## src/rtl/pixel_fifo_reader_if.sv

```systemverilog
`default_nettype none
// ============================================================================
// Module      : pixel_fifo_reader_if
// Description : Bundles the FIFO read-side strobes and the outgoing pixel
//               valid/ready stream of the pixel FIFO reader.
// Revision    : 1.0 - initial release
// ============================================================================
interface pixel_fifo_reader_if #(
    parameter int DATA_W = 24
) ();
    logic              fifo_wr_en;
    logic              fifo_rd_en;
    logic [DATA_W-1:0] fifo_rd_data;
    logic              m_valid;
    logic [DATA_W-1:0] m_data;
    logic              m_ready;

    // Reader side
    modport master (
        input  fifo_wr_en,
        output fifo_rd_en,
        input  fifo_rd_data,
        output m_valid,
        output m_data,
        input  m_ready
    );

    // FIFO / downstream side
    modport slave (
        output fifo_wr_en,
        input  fifo_rd_en,
        output fifo_rd_data,
        input  m_valid,
        input  m_data,
        output m_ready
    );
endinterface
`default_nettype wire

```

## src/rtl/pixel_fifo_reader.sv

```systemverilog
`default_nettype none
// ============================================================================
// Module      : pixel_fifo_reader
// Description : Read controller for a flagless pixel line FIFO. Tracks FIFO
//               occupancy from the writer's strobe, issues reads only when
//               data is present and hides the one-cycle read latency behind
//               a 3-entry output queue feeding a valid/ready stream.
// Revision    : 1.0 - initial release
// ============================================================================
module pixel_fifo_reader #(
    parameter int DATA_W = 24,
    parameter int DEPTH  = 200,
    parameter int CNT_W  = 8
) (
    input  wire logic             clk,
    input  wire logic             rst_n,
    pixel_fifo_reader_if.master   bus,
    output logic [CNT_W-1:0]      level,
    output logic                  overflow,
    input  wire logic             clr_err
);

    localparam logic [CNT_W-1:0] C_DEPTH = CNT_W'(DEPTH);

    logic [CNT_W-1:0]  level_q, level_d;
    logic              overflow_q, overflow_d;
    logic              in_flight_q, in_flight_d;
    logic [1:0]        q_count_q, q_count_d;
    logic [DATA_W-1:0] mem_q [3];
    logic [DATA_W-1:0] mem_d [3];

    logic              w_rd_en;
    logic              w_push;
    logic              w_pop;
    logic              w_ov_evt;
    logic [1:0]        w_wr_idx;

    // Read issue decoded from registers only: data in the FIFO and room for
    // it once everything already in flight has landed in the queue.
    assign w_rd_en = (level_q != '0) &&
                     (({1'b0, q_count_q} + {2'b00, in_flight_q}) < 3'd3);

    assign bus.fifo_rd_en = w_rd_en;
    assign bus.m_valid    = (q_count_q != 2'd0);
    assign bus.m_data     = mem_q[0];
    assign level          = level_q;
    assign overflow       = overflow_q;

    // Occupancy tracking and sticky overflow (set has priority over clear)
    always_comb begin
        level_d  = level_q;
        w_ov_evt = 1'b0;
        if (bus.fifo_wr_en && !w_rd_en) begin
            if (level_q == C_DEPTH) begin
                w_ov_evt = 1'b1;
            end else begin
                level_d = level_q + 1'b1;
            end
        end else if (!bus.fifo_wr_en && w_rd_en) begin
            level_d = level_q - 1'b1;
        end

        if (w_ov_evt) begin
            overflow_d = 1'b1;
        end else if (clr_err) begin
            overflow_d = 1'b0;
        end else begin
            overflow_d = overflow_q;
        end
    end

    // Output queue: head at index 0, shift on pop, append at the tail on push
    always_comb begin
        w_push      = in_flight_q;
        w_pop       = (q_count_q != 2'd0) && bus.m_ready;
        in_flight_d = w_rd_en;
        mem_d       = mem_q;
        if (w_pop) begin
            mem_d[0] = mem_q[1];
            mem_d[1] = mem_q[2];
        end
        w_wr_idx = q_count_q - {1'b0, w_pop};
        if (w_push) begin
            mem_d[w_wr_idx] = bus.fifo_rd_data;
        end
        q_count_d = q_count_q + {1'b0, w_push} - {1'b0, w_pop};
    end

    // State registers; reset discards queued and in-flight pixels
    always_ff @(posedge clk or negedge rst_n) begin
        if (!rst_n) begin
            level_q     <= '0;
            overflow_q  <= 1'b0;
            in_flight_q <= 1'b0;
            q_count_q   <= 2'd0;
            for (int i = 0; i < 3; i++) begin
                mem_q[i] <= '0;
            end
        end else begin
            level_q     <= level_d;
            overflow_q  <= overflow_d;
            in_flight_q <= in_flight_d;
            q_count_q   <= q_count_d;
            for (int i = 0; i < 3; i++) begin
                mem_q[i] <= mem_d[i];
            end
        end
    end

endmodule
`default_nettype wire

```

## src/flat_wrapper.sv

```systemverilog
// flat-port wrapper written by rule: the top's interface ports become plain ports
module pixel_fifo_reader_flat 
#(
    parameter int DATA_W = 24,
    parameter int DEPTH  = 200,
    parameter int CNT_W  = 8
)
  (clk, rst_n, level, overflow, clr_err, bus_fifo_wr_en, bus_fifo_rd_en, bus_fifo_rd_data, bus_m_valid, bus_m_data, bus_m_ready);
  pixel_fifo_reader_if #(.DATA_W(DATA_W)) bus_i ();
  input  wire logic clk;
  input  wire logic rst_n;
  output logic [CNT_W-1:0] level;
  output logic overflow;
  input  wire logic clr_err;
  input wire logic [$bits(bus_i.fifo_wr_en)-1:0] bus_fifo_wr_en;
  output wire logic [$bits(bus_i.fifo_rd_en)-1:0] bus_fifo_rd_en;
  input wire logic [$bits(bus_i.fifo_rd_data)-1:0] bus_fifo_rd_data;
  output wire logic [$bits(bus_i.m_valid)-1:0] bus_m_valid;
  output wire logic [$bits(bus_i.m_data)-1:0] bus_m_data;
  input wire logic [$bits(bus_i.m_ready)-1:0] bus_m_ready;
  assign bus_i.fifo_wr_en = bus_fifo_wr_en;
  assign bus_fifo_rd_en = bus_i.fifo_rd_en;
  assign bus_i.fifo_rd_data = bus_fifo_rd_data;
  assign bus_m_valid = bus_i.m_valid;
  assign bus_m_data = bus_i.m_data;
  assign bus_i.m_ready = bus_m_ready;
  pixel_fifo_reader #(.DATA_W(DATA_W), .DEPTH(DEPTH), .CNT_W(CNT_W)) u_core (.clk(clk), .rst_n(rst_n), .bus(bus_i), .level(level), .overflow(overflow), .clr_err(clr_err));
endmodule
```

## config.mk

```make
export PLATFORM = sky130hd
export DESIGN_NAME = pixel_fifo_reader_flat
export DESIGN_NICKNAME = d
export VERILOG_FILES = /design/src/rtl/pixel_fifo_reader_if.sv /design/src/rtl/pixel_fifo_reader.sv /design/src/flat_wrapper.sv
export SDC_FILE = /design/constraint.sdc
export NUM_CORES = 1
export LEC_CHECK = 0
export CAP_MARGIN = 20
export CORE_MARGIN = 3
export CORE_UTILIZATION = 49
export CTS_CLUSTER_SIZE = 28
export DETAILED_ROUTE_END_ITERATION = 10
export GPL_TIMING_DRIVEN = 0
export PLACE_DENSITY = 0.77
export SYNTH_ARGS = -nofsm -noshare
export SYNTH_HDL_FRONTEND = slang
export SYNTH_SLANG_ARGS = --single-unit
```

## constraint.sdc

```tcl
create_clock -name clk -period 2.9 [get_ports clk]
set_input_delay 0.87 -clock clk [delete_from_list [all_inputs] [get_ports clk]]
set_output_delay 0.87 -clock clk [all_outputs]
set_load 0.005 [all_outputs]
```

# == After elaboration in Yosys (flattened, before gate mapping) ==
# Index checks and enable logic that the tools add are counted.
# word_totals
output_inout_bits,35
elab_cells,43
inputBits,29
ff_bits,84
# classes
n_bitwise,1
reduce_logical,12
n_eq_ne,2
n_lt_le_gt_ge,3
n_addsub,6
n_mux,12
# op_table
op,n
bitwise mux 72 bit,1
two-way mux 72 bit,1
demux 24 bit (select 2 bit),1
two-way mux 48 bit,1
two-way mux 24 bit,1
two-way mux 8 bit,3
"adder 8 x 1 -> 8 bit, second input constant",1
"== test 8 bit, second input constant",1
nonzero test 8 bit,1
"subtractor 8 x 1 -> 8 bit, second input constant",1
nonzero test 2 bit,3
logical AND 1 bit,5
two-way mux 1 bit,4
subtractor 2 x 1 -> 2 bit,2
adder 2 x 1 -> 3 bit,1
">= comparator 3 bit, second input constant",1
"< comparator 3 x 1 -> 1 bit, second input constant",1
"< comparator 3 x 2 -> 1 bit, second input constant",1
inverter 2 -> 3 bit,1
adder 2 x 1 -> 2 bit,1
logical NOT 1 bit,2
"!= test 2 bit, second input constant",1
AND reduction 2 bit,1

# == Longest topological paths before layout ==
# Gate-level depths: netlist of the first run.
# depth
word_depth,10
mapped_depth,12
mapped_depth_nobuf,11

# == Worst setup path before layout of the first run ==
# No wires, ideal clock.
# synth_path
path_kind,register to register
from,register u_core.level_q[0] (netlist: u_core.level[0])
to,register u_core.level_q[6] (netlist: u_core.level[6])
slack_ns,-0.140
required_ns,2.836
period_less_slack_ns,3.040
path_stages_with_launch,10
arrival_ns,2.976
path_buffers,0
setup_time_ns,0.064
path_cell_list,dfrtp_1 -> or4_4 -> o41ai_4 -> nand2_1 -> ha_1 -> a21o_1 -> a21oi_1 -> or4b_2 -> a31oi_1 -> a21o_1
# synth_between
elab_chain_cells,6
elab_cells_between_ends,14
classes_between,add/sub: 2; eq/ne: 2; mux: 3; reduce/logical: 7
# synth_rtl
item,line,text
from (decl),pixel_fifo_reader.sv:25,"logic [CNT_W-1:0] level_q, level_d;"
from (signal assigned),pixel_fifo_reader.sv:100,level_q <= level_d;
branches (longest 6 deep; another with subtractor 8 x 1 -> 8 bit),-,
# Parallel ways; which one is timed is not known. The select of a mux whose other input is x is not followed.
# A chain may end at the register's enable or synchronous reset.

# == Final worst setup path of the first run ==
# layout_path
from,register u_core.level_q[2] (netlist: u_core.level[2])
to,register u_core.level_q[6] (netlist: u_core.level[6])
# The elaborated chain is that of the path after synthesis.

==> metrics, run 1 <==
switch share=37.6%; H-tree depth=3; Reg area=2110 µm²; number of DRC markers in iteration 0=147; Clock Skews=0.00584 ns; Clock Latency Late Sink=0.34 ns; Die W=98.2 µm; WL per Instance=16.8 µm; first-pass GRT wire length=15,800 µm; Worst Hold Slack=0.415 ns; fin area=5430 µm²; crit path kind=reg2reg; critical path capture point type=register; CTS tree=yes; worst-margin pin slew=0.497 ns; Relative slew margins=66.9%; ANT nets after route=0; Mapped Nets=418; Crit Reg-Reg Endpoint=u_core.level[6]; port bufs=63; min Tclk post-route=2.90 ns; Max Root-Sink Buffers=2; HP Class=in2async; TritonCTS Buffers=9; hold buffer count at CTS=0; Pwr per Cell Area=1370 nW/µm²; status=finished clean; # IOs=64; Cell variety after synth=37; detailed placement HPWL=6280 µm; starting density of the core=52.2%; CTS sink cnt=84; startpoint types=register; die area=9630 µm²; vias in the first global route=3,247; setup TNS=0 ns; Seq cells post-synth=84; final core occ=68.1%; DRC violations left=0; post-synthesis cell area=4160 µm²; Layout Nets=502; R2R setup slack=0.003 ns; Worst EP required=3.19 ns; Pint=0.00465 W; Syn Area/Cell=11.0 µm²; setup violators final=0; grt ovf=0; Seq/Total Area, Yosys=50.5%; crit share post-route=99.9%; gr usage total=20.2%; Post-synth ARST share=100%; sequential power share=29.6%; initial antenna violation count=0; Post-synth EDFFs=0; synth warn=0; Area growth syn-to-layout=30.4%; Reg-to-Reg Start=u_core.level[2]; Max Slew Vio Count=0; R2R cell count=10; Core Rows=32; DRT Wirelength=9530 µm; worst setup path start=u_core.level[2]; share of cells above drive strength 1=25.1%; Pleak=2.44 nW; placed insts=543; worst vdd ir=0.00111 V; area occupied by multi-input gates=1900 µm²; Post-Syn Instances=377; net switching power=0.00281 W; CORE AREA=7970 µm²; Non-Filler Instances=568; clock power share=12.2%; FILL cells=636; Max Fanout on Critical Path=7; Critical Path AT=3.18 ns; drt pass-1 iters=5; Peak Freq=345 MHz; largest net degree at the start of global routing=63; placed inst area=4970 µm²; Main synth FF type=dfrtp_1; Final Hold Viols=0; n_diodes=0; Clock transition at path regs=0.08 ns; RSZ-0062 raised after global routing=yes; max-cap check violation count=0; CTS root buf=clkbuf_8; logic gate share of total power=58.2%; Die Ht=98.2 µm; via count=3,065; routability cong.=0.823; vias per cell=5.40; Worst setup endpoint=u_core.level[6]
[worst min-delay path by stage]
stage	start	to	slack, ns	cells after the start
2_1_floorplan	register	register	0.48	1
5_1_grt	rst_n	u_core.mem_q[25]	0.43	1
4_1_cts	rst_n	u_core.bus.m_data[1]	0.41	1
3_3_place_gp	register	register	0.49	1
3_5_place_dp	register	register	0.50	1
6_report	rst_n	u_core.mem_q[25]	0.42	1
[metrics by stage]
stage / setup WS [ns] / total power [W]
final: 0.00291 / 0.00745
after global routing: -0.104 / 0.00801
after CTS: -0.00473 / 0.00714
after detailed placement: -0.903 / 0.00599
after global placement: -2.31 / 0.00578
after floorplan: 0.0630 / 0.00473
[synth_stat cells (all sizes together), types with 2 or more instances]
master,n,share of area [%]
nand3,2,0.24
dfrtp,84,51
a21oi,6,0.72
o21ai,54,6.5
nor3,3,0.36
a31oi,2,0.30
buf,32,5.4
mux2,25,6.8
nand2,60,5.4
clkbuf,11,0.99
or2,2,0.30
xor2,2,0.42
a21o,3,0.54
ha,11,3.3
mux2i,48,12
xnor2,7,1.5
inv,9,0.81
nor2b,2,0.30
[area by class of cell]
| cell class | count | area share, % |
|---|---|---|
| Inverter | 9 | 0.622 |
| Clock buffer | 12 | 2.67 |
| Buffer | 42 | 5.83 |
| Sequential cell | 84 | 38.8 |
| Tap cell | 102 | 2.35 |
| Multi-Input combinational cell | 241 | 35.0 |
| Clock inverter | 4 | 1.34 |
| Timing Repair Buffer | 74 | 13.4 |
[logic make-up (layout without fill, tap and decap cells)]
logic type | after synthesis | count (layout) | share of synthesized area [%]
flops | 84 | 84 | 50.5
mux | 73 | 73 | 18.3
compound gates | 73 | 73 | 10.7
buf+inv | 52 | 141 | 7.25
fa+ha+maj | 12 | 12 | 3.79
xor+xnor | 9 | 9 | 1.89
simple gates | 74 | 74 | 7.52
[critical path, stage by stage, from the launching register on]
cell,delay [ns]
dfrtp_2,0.41
or4_4,0.56
o41ai_4,0.31
buf_4,0.21
nand2_8,0.10
ha_4,0.33
a21o_1,0.14
a21oi_2,0.08
or4b_4,0.47
a31oi_1,0.14
a21o_1,0.10
[placed cells by master, fill, tap and decap left out, types with 4 or more instances in the layout]
master,n
buf_4,36
clkbuf_1,6
clkbuf_4,6
clkbuf_8,10
clkdlybuf4s50_1,61
dfrtp_1,80
dfrtp_2,4
ha_1,5
ha_4,6
inv_1,8
mux2_2,24
mux2i_1,48
nand2_1,58
o21ai_0,51
xnor2_1,7
[metal layers]
metal / GRT usage [%] / up-vias / wire length [µm]
li1: - / 1448 / -
met1: 26.7 / 1528 / 4090
met2: 34.1 / 80 / 4910
met3: 3.57 / 9 / 425
met4: 6.30 / 0 / 104
met5: 0 / - / 0
[power by group through the flow]
stage	clock, W	sequential, W	combinational [W]
global route	0.000973	0.00229	0.00475
finish	0.000911	0.00221	0.00434
detailed placement	0	0.00223	0.00376
CTS	0.000929	0.00220	0.00402
global placement	0	0.00219	0.00359
floorplan	0	0.00212	0.00261
[what timing repair did]
action | 4_1_cts | 5_1_grt
buffers inserted | 7 | 3
endpoints found under the hold margin | 0 | 0
endpoints found under the setup margin | 74 | 67
resized for setup | 21 | 30
pin swaps | 2 | 6
(Power assumes the default switching activity.)
==> inputs of run 2 (changes only) <==
--- a/config.mk
+++ b/config.mk
@@ -7,11 +7,11 @@
 export LEC_CHECK = 0
 export CAP_MARGIN = 20
 export CORE_MARGIN = 3
-export CORE_UTILIZATION = 49
+export CORE_UTILIZATION = 45
 export CTS_CLUSTER_SIZE = 28
 export DETAILED_ROUTE_END_ITERATION = 10
 export GPL_TIMING_DRIVEN = 0
-export PLACE_DENSITY = 0.77
+export PLACE_DENSITY = 0.71
 export SYNTH_ARGS = -nofsm -noshare
 export SYNTH_HDL_FRONTEND = slang
 export SYNTH_SLANG_ARGS = --single-unit
==> run 2 against run 1 <==
Against the previous run: the run now ends with setup timing left; sequential power barely moved; maximum frequency fell by 2.7%; non-clock buffer count rose by 6; core utilization fell by 7.2 points; critical path depth did not move; clock skew rose by 0.011 ns; wire length fell by 2.2%; combinational power fell by 3%; critical endpoint is now u_core.level[7].
==> metrics, run 2 (same netlist as run 1, synthesis figures left out) <==
max-cap check violation count=0; RSZ-0062 raised after global routing=yes; vias in the first global route=3,116; Final Hold Viols=0; startpoint types=register; Setup WS post-layout=-0.0777 ns; port bufs=63; # IOs=64; placed insts=549; starting density of the core=47.0%; worst vdd ir=0.00103 V; Max Slew Vio Count=0; grt ovf=0; Core Rows=34; M1 WL=4170 µm; setup violators final=1; most frequent cells in the layout=dfrtp_1 (81), clkdlybuf4s50_1 (61), nand2_1 (59), o21ai_0 (51), mux2i_1 (48); number of DRC markers in iteration 0=98; highest metal layer with signal wires=met4; Clock transition at path regs=0.09 ns; FILL cells=732; CTS sink cnt=84; critical path capture point type=register; CORE AREA=8850 µm²; violations in the final reports=setup timing; CTS tree=yes; Max Root-Sink Buffers=2; gr usage total=19.0%; HP Class=in2async; Worst Hold Slack=0.491 ns; setup TNS=-0.0777 ns; H-tree depth=3; Layout Nets=508; routability cong.=0.845; WL per Instance=16.1 µm; Clock Latency Late Sink=0.35 ns; drt pass-1 iters=4; ANT nets after route=0; Clock Skews=0.0166 ns; Peak Freq=336 MHz; hold buffer count at CTS=0; Relative slew margins=67.0%; crit path kind=reg2reg; CTS root buf=clkbuf_8; min Tclk post-route=2.98 ns; WL met3=345 µm; status=finished, violations left; TritonCTS Buffers=9; via count=3,045; largest net degree at the start of global routing=49; first-pass GRT wire length=15,300 µm; Worst EP required=3.17 ns; crit share post-route=103%; n_diodes=0; Pwr per Cell Area=1330 nW/µm²; DRC violations left=0; worst-margin pin slew=0.495 ns; met2 WL=4710 µm; Die Ht=102 µm; Die W=102 µm; Non-Filler Instances=580; Pleak=2.45 nW; vias per cell=5.25; DRT Wirelength=9320 µm; initial antenna violation count=0; Critical Path AT=3.25 ns; Max Fanout on Critical Path=7; Area growth syn-to-layout=29.6%; final core occ=61.0%; share of cells above drive strength 1=25.4%; dpl ws=-0.942 ns; commonest non-fill, non-tap cell in the layout=dfrtp_1; detailed placement HPWL=6250 µm; die area=10,400 µm²
run 2: cell count changes in the layout (fill, tap and decap cells not counted), sizes merged:
| cell | previous run | this run |
|---|---|---|
| inv | 9 | 11 |
| clkinvlp | 1 | 2 |
| clkbuf | 23 | 19 |
| clkinv | 1 | 3 |
| buf | 44 | 50 |
| dlygate4sd2 | 0 | 1 |
| bufinv | 2 | 0 |
run 2: repair_timing:
action / in CTS / in global routing
buffers inserted: 8 / 8
resized for setup: 22 / 19
pin swaps: 4 / 0
setup endpoints to repair: 76 / 65
run 2: area by class of cell:
type | count | area, µm² | share of cell area [%]
plain buffers | 42 | 317 | 5.87
clock buffers | 9 | 124 | 2.30
clock inverters | 7 | 51.3 | 0.951
inverters | 9 | 33.8 | 0.626
multi-input cells | 241 | 1850 | 34.4
flip-flops and latches | 84 | 2110 | 39.0
well taps | 108 | 135 | 2.51
repair buffers | 80 | 774 | 14.4
run 2: report_power, final:
| part | switching (W) | internal, W |
|---|---|---|
| clock network | 0.000437 | 0.000316 |
| registers | 0.000381 | 0.00181 |
| logic | 0.00195 | 0.00228 |
| total | 0.00277 | 0.00441 |
run 2: metal layers:
layer	vias up	GRT usage (%)
li1	1452	-
met1	1518	25.2
met2	68	31.5
met3	7	2.73
met4	0	7.37
met5	-	0
run 2: final timing paths:
path / start / end / slack, ns / depth (start not counted)
setup / recovery: u_core.level[2] / u_core.level[7] / -0.08 / 10
hold / removal: rst_n / u_core.bus.m_data[23] / 0.49 / 1
max in group asynchronous: rst_n / u_core.level[7] / 1.80 / 2
hold reg to reg: register / register / 0.51 / 1
min in group clk: register / register / 0.51 / 1
setup reg to reg: u_core.level[2] / u_core.level[7] / -0.08 / 10
run 2: per-stage QoR:
stage / total power (W) / cell area, µm²
final: 0.00718 / 5390
after global routing: 0.00779 / 5390
after CTS: 0.00702 / 5280
after detailed placement: 0.00599 / 4980
after global placement: 0.00581 / 4960
after floorplan: 0.00473 / 4190
run 2: worst max-delay path, cell delays in order (launching register included):
cell and delay, ns:
dfrtp_2 0.41, or4_4 0.57, o41ai_4 0.28, buf_4 0.20
nand2_4 0.10, ha_1 0.38, a21oi_1 0.18, o21ai_0 0.18
a211o_1 0.26, a21oi_1 0.18, xor2_1 0.16
==> inputs of run 3 (changes only) <==
--- a/config.mk
+++ b/config.mk
@@ -6,7 +6,8 @@
 export NUM_CORES = 1
 export LEC_CHECK = 0
 export CAP_MARGIN = 20
-export CORE_MARGIN = 3
+export CORE_ASPECT_RATIO = 1.2
+export CORE_MARGIN = 2
 export CORE_UTILIZATION = 45
 export CTS_CLUSTER_SIZE = 28
 export DETAILED_ROUTE_END_ITERATION = 10
==> constraint.sdc (replaced) <==
create_clock -name clk -period 2.9 [get_ports clk]
set_input_delay 0.87 -clock clk [delete_from_list [all_inputs] [get_ports clk]]
set_output_delay 0.87 -clock clk [all_outputs]
set_load 0.01 [all_outputs]
==> run 3 against run 2 <==
Against the previous run: the flow now finishes without violations; wire length is 5.7% lower; die area is 3.8% lower; critical path depth is 1 higher; clock skew is 0.0068 ns lower; final cell count is 0.17% higher; critical path type unchanged; core utilization is 2.0 points lower; design area is 1.2% lower; largest power group unchanged; first-iteration DRC count is 19% higher.
==> metrics, run 3 (same netlist as run 1, synthesis figures left out) <==
crit-path max cell delay=0.57 ns; R2R setup slack=0.04 ns; most used cell along the critical path=buf_4; RSZ-0062 raised after global routing=yes; met3 Use GR=3.15%; via count=2,949; Relative slew margins=66.7%; worst-margin pin slew=0.500 ns; n_diodes=0; grt ovf=0; Crit-path slowest cell=or4_4; drt pass-1 iters=4; Pleak=2.41 nW; Die W=91.8 µm; # IOs=64; DRT Wirelength=8790 µm; startpoint types=register; crit share post-route=98.6%; most frequent cells in the layout=dfrtp_1 (80), clkdlybuf4s50_1 (61), nand2_1 (59), o21ai_0 (50), mux2i_1 (48); routability cong.=0.812; Worst EP required=3.18 ns; vias per cell=5.08; DRC violations left=0; status=finished clean; crit path kind=reg2reg; Layout Nets=499; Max Root-Sink Buffers=2; port bufs=63; first-pass GRT wire length=14,900 µm; setup violators final=0; Die Ht=109 µm; commonest non-fill, non-tap cell in the layout=dfrtp_1; Clock Skews=0.00982 ns; number of DRC markers in iteration 0=117; Pwr per Cell Area=1350 nW/µm²; starting density of the core=46.1%; WL per Instance=15.1 µm; critical path cell sequence=or4_4 -> o41ai_4 -> buf_4 -> nand2_8 -> ha_4 -> buf_4 -> a21oi_4 -> a211oi_2 -> a211o_1 -> a21oi_1 -> xor2_1; max-cap check violation count=0; TritonCTS Buffers=9; Crit Reg-Reg Endpoint=u_core.level[7]; Crit path max-delay family=compound AO/OA/AOI/OAI gates; Clock Latency Late Sink=0.36 ns; min Tclk post-route=2.86 ns; Core Rows=38; ANT nets after route=0; die area=10,000 µm²; M2 GR Usage=33.5%; initial antenna violation count=0; detailed placement HPWL=6180 µm; R2R cell count=11; share of cells above drive strength 1=23.4%; Clock transition at path regs=0.08 ns; Peak Freq=350 MHz; grt peak-use layer=met2; Critical Path AT=3.14 ns; Area growth syn-to-layout=28.0%; Reg-to-Reg Start=u_core.level[4]; gr usage total=18.9%; worst vdd ir=0.000949 V; CORE AREA=9030 µm²; CTS root buf=clkbuf_8; HP Class=in2async; largest net degree at the start of global routing=54; Non-Filler Instances=581; Buf/Inv on CP=2; critical path capture point type=register; CTS tree=yes; total power=0.00717 W; setup TNS=0 ns; grt met1 use=23.0%; hold buffer count at CTS=0; vias in the first global route=3,114; Max Fanout on Critical Path=7; Final Hold Viols=0; CTS sink cnt=84; H-tree depth=3; Max Slew Vio Count=0; placed insts=561
[run 3: changes by cell type in the layout (fill, tap and decap cells not counted), sizes merged, moves of 2 or more]
| cell | delta |
|---|---|
| buf | -8 |
| clkbuf | +2 |
| clkinvlp | -2 |
| inv | -2 |
[run 3: where the power goes]
group          total, W  internal, W  switching (W)
Sequential      0.00220      0.00182       0.000381
Combinational   0.00419      0.00220        0.00199
Clock          0.000782     0.000387       0.000395
Total           0.00717      0.00440        0.00276
[run 3: how the worst max path moves through the flow]
stage                                    from                to  depth (start not counted)
after floorplan                   bus_m_ready          register                         10
after global placement                  rst_n   u_core.level[0]                          1
after detailed placement          bus_m_ready  u_core.mem_q[39]                         12
after CTS                 u_core.q_count_q[0]    bus_fifo_rd_en                          6
after global routing          u_core.level[4]   u_core.level[7]                         11
final                         u_core.level[4]   u_core.level[7]                         11
[run 3: final cells by class]
class / instances / area [µm²]
clock buffers: 11 / 131
repair buffers: 71 / 703
clock inverters: 3 / 40.0
plain buffers: 42 / 308
multi-input cells: 241 / 1850
fillers: 764 / 3710
well taps: 120 / 150
inverters: 9 / 33.8
flip-flops and latches: 84 / 2110
[run 3: per-stage QoR]
| stage | instance area [µm²] | util, % | hold WS, ns | worst slack (ns) |
|---|---|---|---|---|
| final | 5330 | 59.0 | 0.454 | 0.0419 |
| after global routing | 5330 | 59.0 | 0.476 | -0.107 |
| after CTS | 5250 | 58.1 | 0.452 | 0.000201 |
| after detailed placement | 5000 | 55.3 | 0.494 | -0.864 |
| after global placement | 4970 | 55.0 | 0.488 | -2.35 |
| after floorplan | 4190 | - | 0.480 | 0.0628 |
[run 3: metal layers]
layer | wire length (µm) | part of all wire, % | vias to the layer above
met5 | 0 | 0 | -
met4 | 173 | 2.0 | 0
met3 | 307 | 3.5 | 13
met2 | 4480 | 51 | 56
met1 | 3830 | 44 | 1450
li1 | - | - | 1430
[run 3: worst register-to-register path, cell delays in order (launching register included)]
cell,delay (ns)
dfrtp_2,0.40
or4_4,0.57
o41ai_4,0.27
buf_4,0.21
nand2_8,0.08
ha_4,0.26
buf_4,0.14
a21oi_4,0.16
a211oi_2,0.10
a211o_1,0.27
a21oi_1,0.17
xor2_1,0.16
[run 3: repair_timing]
action,in CTS,in global routing
pin swaps,2,3
setup endpoints to repair,71,67
hold endpoints to repair,0,0
resized for setup,19,22
buffers inserted,4,3
